File: src/rtl/kbd_fifo.sv
// Keyboard code buffer feeding the cpu input port: edge-detected key strobes enqueue, inp_ack dequeues.
// Latency: strobe rising before edge N is written at edge N+1; a pop is visible the cycle after its ack edge.
// Backpressure: none upstream; a strobe edge while full is dropped and latches the sticky overflow flag.
module kbd_fifo #(
    parameter int DW    = 8,
    parameter int DEPTH = 4,
    parameter int AW    = 2
) (
    input  logic          clkin,
    input  logic          rst,
    input  logic [DW-1:0] key_in,
    input  logic          key_stb,
    input  logic          inp_ack,
    input  logic          ovf_clr,
    output logic [DW-1:0] keyboard,
    output logic          en_inp,
    output logic [AW:0]   count,
    output logic          overflow
);

    logic [DW-1:0] mem [DEPTH];
    logic [AW-1:0] wr_ptr;
    logic [AW-1:0] rd_ptr;
    logic          stb_q;
    logic          push_q;
    logic [DW-1:0] key_q;
    logic          full;
    logic          empty;
    logic          do_push;
    logic          do_pop;

    assign full    = (count == (AW+1)'(DEPTH));
    assign empty   = (count == '0);
    assign do_pop  = inp_ack & ~empty;
    // A full FIFO still accepts the push when the same edge pops an entry.
    assign do_push = push_q & (~full | do_pop);

    assign keyboard = empty ? '0 : mem[rd_ptr];
    assign en_inp   = ~empty;

    // Storage and the captured code are deliberately left out of reset.
    always_ff @(posedge clkin) begin
        if (key_stb & ~stb_q)
            key_q <= key_in;
        if (do_push)
            mem[wr_ptr] <= key_q;
    end

    always_ff @(posedge clkin) begin
        if (rst) begin
            stb_q    <= 1'b1;
            push_q   <= 1'b0;
            wr_ptr   <= '0;
            rd_ptr   <= '0;
            count    <= '0;
            overflow <= 1'b0;
        end else begin
            stb_q  <= key_stb;
            push_q <= key_stb & ~stb_q;
            if (do_push)
                wr_ptr <= wr_ptr + 1'b1;
            if (do_pop)
                rd_ptr <= rd_ptr + 1'b1;
            case ({do_push, do_pop})
                2'b10:   count <= count + 1'b1;
                2'b01:   count <= count - 1'b1;
                default: count <= count;
            endcase
            if (push_q & ~do_push)
                overflow <= 1'b1;
            else if (ovf_clr)
                overflow <= 1'b0;
        end
    end

endmodule

File: config.mk
export PLATFORM = sky130hd
export DESIGN_NAME = kbd_fifo
export DESIGN_NICKNAME = d
export VERILOG_FILES = /design/src/rtl/kbd_fifo.sv
export SDC_FILE = /design/constraint.sdc
export NUM_CORES = 1
export LEC_CHECK = 0
export CAP_MARGIN = 20
export CORE_AREA = 2 2 82 84
export CTS_CLUSTER_DIAMETER = 30
export DETAILED_ROUTE_END_ITERATION = 12
export DIE_AREA = 0 0 84 86
export PLACE_DENSITY_LB_ADDON = 0.05
export SLEW_MARGIN = 20
export SYNTH_ARGS = -nofsm -noshare
export SYNTH_HDL_FRONTEND = slang
export SYNTH_SLANG_ARGS = --single-unit
File: constraint.sdc
create_clock -name clkin -period 2.38 [get_ports clkin]
set_input_delay 0.357 -clock clkin [delete_from_list [all_inputs] [get_ports clkin]]
set_output_delay 0.357 -clock clkin [all_outputs]
set_load 0.005 [all_outputs]
After elaboration in Yosys (flattened, before gate mapping)
Memory sizes are Yosys's and may differ from the RTL's. A register that Yosys moved wholly into a read port is not among the register bits.
Cells that the tools add are included.
W data, S select, Z words.
- add/subtract/negate cells: 4
- equal/unequal tests: 3
- multiplexer cells: 8
- bitwise operators: 9
- reduce and logical (&&, ||, !) cells: 3
- operators by type and width (cell ; count):
    $mux W8 ; 1
    $pmux W3 S2 ; 1
    $add A2 B1 Y2 const B ; 2
    $and A1 B1 Y1 ; 4
    $mux W1 ; 4
    $mux W2 ; 2
    $not A1 Y1 ; 4
    $reduce_bool A2 Y1 ; 2
    $add A3 B1 Y3 const B ; 1
    $eq A3 B3 Y1 const B ; 1
    $logic_not A3 Y1 ; 1
    $sub A3 B1 Y3 const B ; 1
    $eq A2 B1 Y1 const B ; 1
    $eq A2 B2 Y1 const B ; 1
    $or A1 B1 Y1 ; 1
- register bits after elaboration: 18
- bits in writable memories: 32
- input port bits: 13
- output and inout bits: 13
- memories kept: 1
- memory list (name ; depth ; width ; read ports ; clocked after Yosys merged registers in ; write ports ; RTL line ; text):
    mem ; 4 ; 8 ; 1 ; 1 ; 1 ; 21 ; logic [DW-1:0] mem [DEPTH];

Logic depth before layout (Yosys ltp)
Gate-level depths: netlist of the first run.
- word-level depth: 8
- depth in mapped cells: 8
- depth with buffers taken out: 7

Least setup slack after synthesis of the first run
No wires, ideal clock.
- path kind: reg-to-reg
- start point: register count[2]
- end point: register count[2]
- library setup time: 0.074 ns
- data arrival time: 1.796 ns
- path slack: 0.509 ns
- cell stages (with the launch flop): 9
- path through: dfxtp_1 > buf_2 > nor3_2 > inv_2 > nand3_1 > fa_1 > nand2b_1 > or3b_1 > a31oi_1
- longest elaborated chain between the ends: 7
- elaborated cells between the ends (all ways): 13
- those cells by class: 2 x add/sub; 3 x eq/ne; 1 x mux; 5 x bitwise; 2 x reduce/logical
- RTL lines (item ; RTL line ; text):
    start, declared ; 17 ; output logic [AW:0] count,
    start signal, assigned ; 65 ; 2'b10: count <= count + 1'b1;
    start signal, assigned ; 66 ; 2'b01: count <= count - 1'b1;
    start signal, assigned ; 67 ; default: count <= count;
    $logic_not A3 Y1 * ; 33 ; assign empty = (count == '0);
    $not A1 Y1 * ; - ;
    named net en_inp ; 16 ; output logic en_inp,
    $and A1 B1 Y1 * ; 34 ; assign do_pop = inp_ack & ~empty;
    $or A1 B1 Y1 ; 36 ; assign do_push = push_q & (~full | do_pop);
    $and A1 B1 Y1 ; 36 ;
    $eq A2 B1 Y1 / $eq A2 B2 Y1 (equally long branches) ; 64 ; case ({do_push, do_pop})
    $pmux W3 S2 / $reduce_bool A2 Y1 (equally long branches) ; - ;
The timed path passes the listed nets; every way through them passes the cells marked *.
A chain may end at the register's enable or synchronous reset.

==> metrics.txt, run 1 <==
largest family of logic cells by synthesized area=simple AND/OR/NAND/NOR gates; Die Span Y=86 microns; Hold Path Depth=0; final setup fails=0; fin area=2610 sq um; DRC=0; Worst Slack Setup Final=0.0839 ns; Internal Power=approximately 1.4 mW; DP HPWL=2.65 mm; WS Path Type=register to primary output; Max Clock Freq=436 MHz; grt total ovfl=0; unrepaired setup endpoints after global routing=no; Non-Filler Instances=242; CTS tree=built; Post-DP Area=2500 sq um; setup tns final=0 ns; cts-stage hold buffer count=0; Clock power frac=0.269; GRT Resource Usage Total=0.116; Synth area leaders=edfxtp_1 (56%), dfxtp_1 (11%), mux4_2 (8.4%); DRT iter0 DRCs=41; Synth Instances=roughly 130; # Max-Cap Violations=0; Synth Area in Adders=0.0326; Cell Rows=29; Final Power=1.89 mW; first-pass GRT wire length=~6.2 mm; relative slew slack=0.659; Setup WS pre-CTS=~0.26 ns; initial core utilization=0.342; Mean Syn Cell Area=16.2 sq um; hold crit path type=register to register; share of layout cells above drive strength 1=0.182; xor/xnor share of the synthesized area=0.0122; post-synthesis mux area share=0.102; port bufs=25; area grow syn2layout=21.2%; Synth Area in Compound Gates=0.0442; cell area after synthesis=2150 sq um; sequential share of power=0.539; Ports=26; commonest non-fill, non-tap cell in the layout=edfxtp_1; H-Tree Level Count=2; CTS Buf Count=5; Synth area leader=edfxtp_1; Die ar.=7220 sq um; pwr dens=724 nW/um^2; Worst EP required=slightly above 2 ns; Final Max Tran Viols=0; final WL=3.84 mm; critical path peak fanout=8; area share of the largest cell type after synthesis=0.559; Core Area=6280 sq um; Tcrit/Tclk final=0.965; Pre-Repair DR Iteration Count=4; r2r worst-path depth=7; Sw Ratio=0.236; Yosys reg bits=52; Net Sw Power=between 400 and 500 uW; Synth Area in Simple Gates=0.106; CP Capture Type=primary output; largest net degree at the start of global routing=16; Comb pwr share=0.192; final antenna-violating net count=0; most frequent cells in the layout=edfxtp_1 (40), clkdlybuf4s50_1 (25), nor2b_1 (12), dfxtp_1 (12), nor2_1 (10); clock sinks=52; outcome=finished clean; Syn. warnings=0; Util after Layout=0.415; final clock skew=0.00352 ns; clock transition at the registers of the reported paths=approximately 0.09 ns; Critical Path AT=1.94 ns; Longest Clk Path Bufs=2; Netlist cell types=33; Fillers=about 610; die width=roughly 84 microns; post-CTS setup buffers=0; vias post-DR=1129; clock latency on the worst-skew pair=about 0.30 ns; fin nets=182; vias in the first global route=1166; Worst Tran Pin Value=0.511 ns; ANT cells=0; crit path launch type=register; post-DR wirelength/cell=15.9 microns; Placed Cells incl. Taps=234; syn nets=151; initial antenna violation count=0; Hold Slack=0.493 ns; fin crit period=2.30 ns; Peak VDD IR=447 uV; sequential-to-total area share from yosys stat=0.671; final hold violation count=0; Vias/cell=approximately 4.7; routability congestion estimate=0.647; Root Driver=clkbuf_8; Leakage=~0.86 nW
==> layout make-up <==
| class | count | area, sq um | area share |
|---|---|---|---|
| tap | 77 | 96.3 | 0.0370 |
| sequential | 52 | 1440 | 0.553 |
| clock buffer | 7 | 86.3 | 0.0331 |
| clock inverter | 1 | 7.51 | 0.00288 |
| inverter | 6 | 22.5 | 0.00864 |
| multi-input combinational | 67 | 646 | 0.248 |
| timing repair buffer | 32 | 307 | 0.118 |
==> cells by family after synthesis <==
group / after synthesis
XOR/XNOR: 3
buffers and inverters: 14
multiplexers: 11
flip-flops: 52
adder cells (fa/ha/maj): 5
AO/OA/AOI/OAI: 11
AND/OR/NAND/NOR: 37
==> final timing paths <==
| kind | endpoint | slack, ns | start |
|---|---|---|---|
| setup / recovery | keyboard[1] | 0.08 | register |
| hold reg to reg | mem[2][7] | 0.49 | key_q[7] |
| setup reg to reg | count[2] | 0.46 | count[2] |
| hold / removal | mem[2][7] | 0.49 | key_q[7] |
==> synthesized netlist by cell type <==
cell type / instances
nand3_1: 3
a31oi_1: 2
nand2b_1: 2
or4b_4: 1
buf_6: 1
buf_4: 1
a221oi_4: 1
inv_1: 5
nor3_2: 1
nor2b_1: 12
buf_2: 4
or2_1: 1
nor2_1: 10
dfxtp_1: 12
a21oi_1: 3
o21ai_0: 2
o311ai_1: 1
fa_1: 1
xnor2_1: 1
mux2i_1: 1
nor4b_1: 1
ha_1: 4
nor4b_2: 1
mux2_4: 2
o31ai_1: 1
clkbuf_1: 2
o21a_4: 1
or3b_1: 1
xor2_1: 2
mux4_2: 8
edfxtp_1: 40
inv_2: 1
and3_1: 4
==> power by group through the flow <==
stage | combinational, mW | clock (mW) | sequential, mW
6_report | 0.363 | 0.507 | 1.02
2_1_floorplan | 0.210 | 0 | 1.03
5_1_grt | 0.397 | 0.559 | 1.02
3_3_place_gp | 0.363 | 0 | 1.03
4_1_cts | 0.369 | 0.528 | 1.01
3_5_place_dp | 0.366 | 0 | 1.03
==> worst max-delay path, cell delays in order, from the launching register on <==
cell             delay [ns]
dfxtp_1                0.33
buf_6                  0.17
mux4_2                 0.52
nor2b_1                0.15
clkdlybuf4s50_1        0.46
==> what timing repair did <==
item,in CTS,in global routing
endpoints found under the setup margin,1,5
endpoints found under the hold margin,0,0
gates resized for setup,1,1
==> layer usage <==
| metal | part of all wire | up-vias | track usage | routed length [microns] |
|---|---|---|---|---|
| li1 | - | 550 | - | - |
| met1 | 0.47 | 554 | 0.155 | 1790 |
| met2 | 0.49 | 20 | 0.183 | 1880 |
| met3 | 0.028 | 5 | 0.0337 | 108 |
| met4 | 0.014 | 0 | 0.0396 | 53 |
| met5 | 0 | - | 0 | 0 |
==> flip-flops by register name, indices dropped and copies added (netlist names), named ones only <==
register	cells
count	3
rd_ptr	2
push_q	1
overflow	1
mem	32
stb_q	1
key_q	8
wr_ptr	2
(Power assumes the default switching activity.)
==> run 2: changes to the inputs <==
--- a/config.mk
+++ b/config.mk
@@ -5,7 +5,7 @@
 export SDC_FILE = /design/constraint.sdc
 export NUM_CORES = 1
 export LEC_CHECK = 0
-export CAP_MARGIN = 20
+export CAP_MARGIN = 30
 export CORE_AREA = 2 2 82 84
 export CTS_CLUSTER_DIAMETER = 30
 export DETAILED_ROUTE_END_ITERATION = 12
==> results of run 2 <==
Final layout, timing and power as in run 1 (identical DEF).
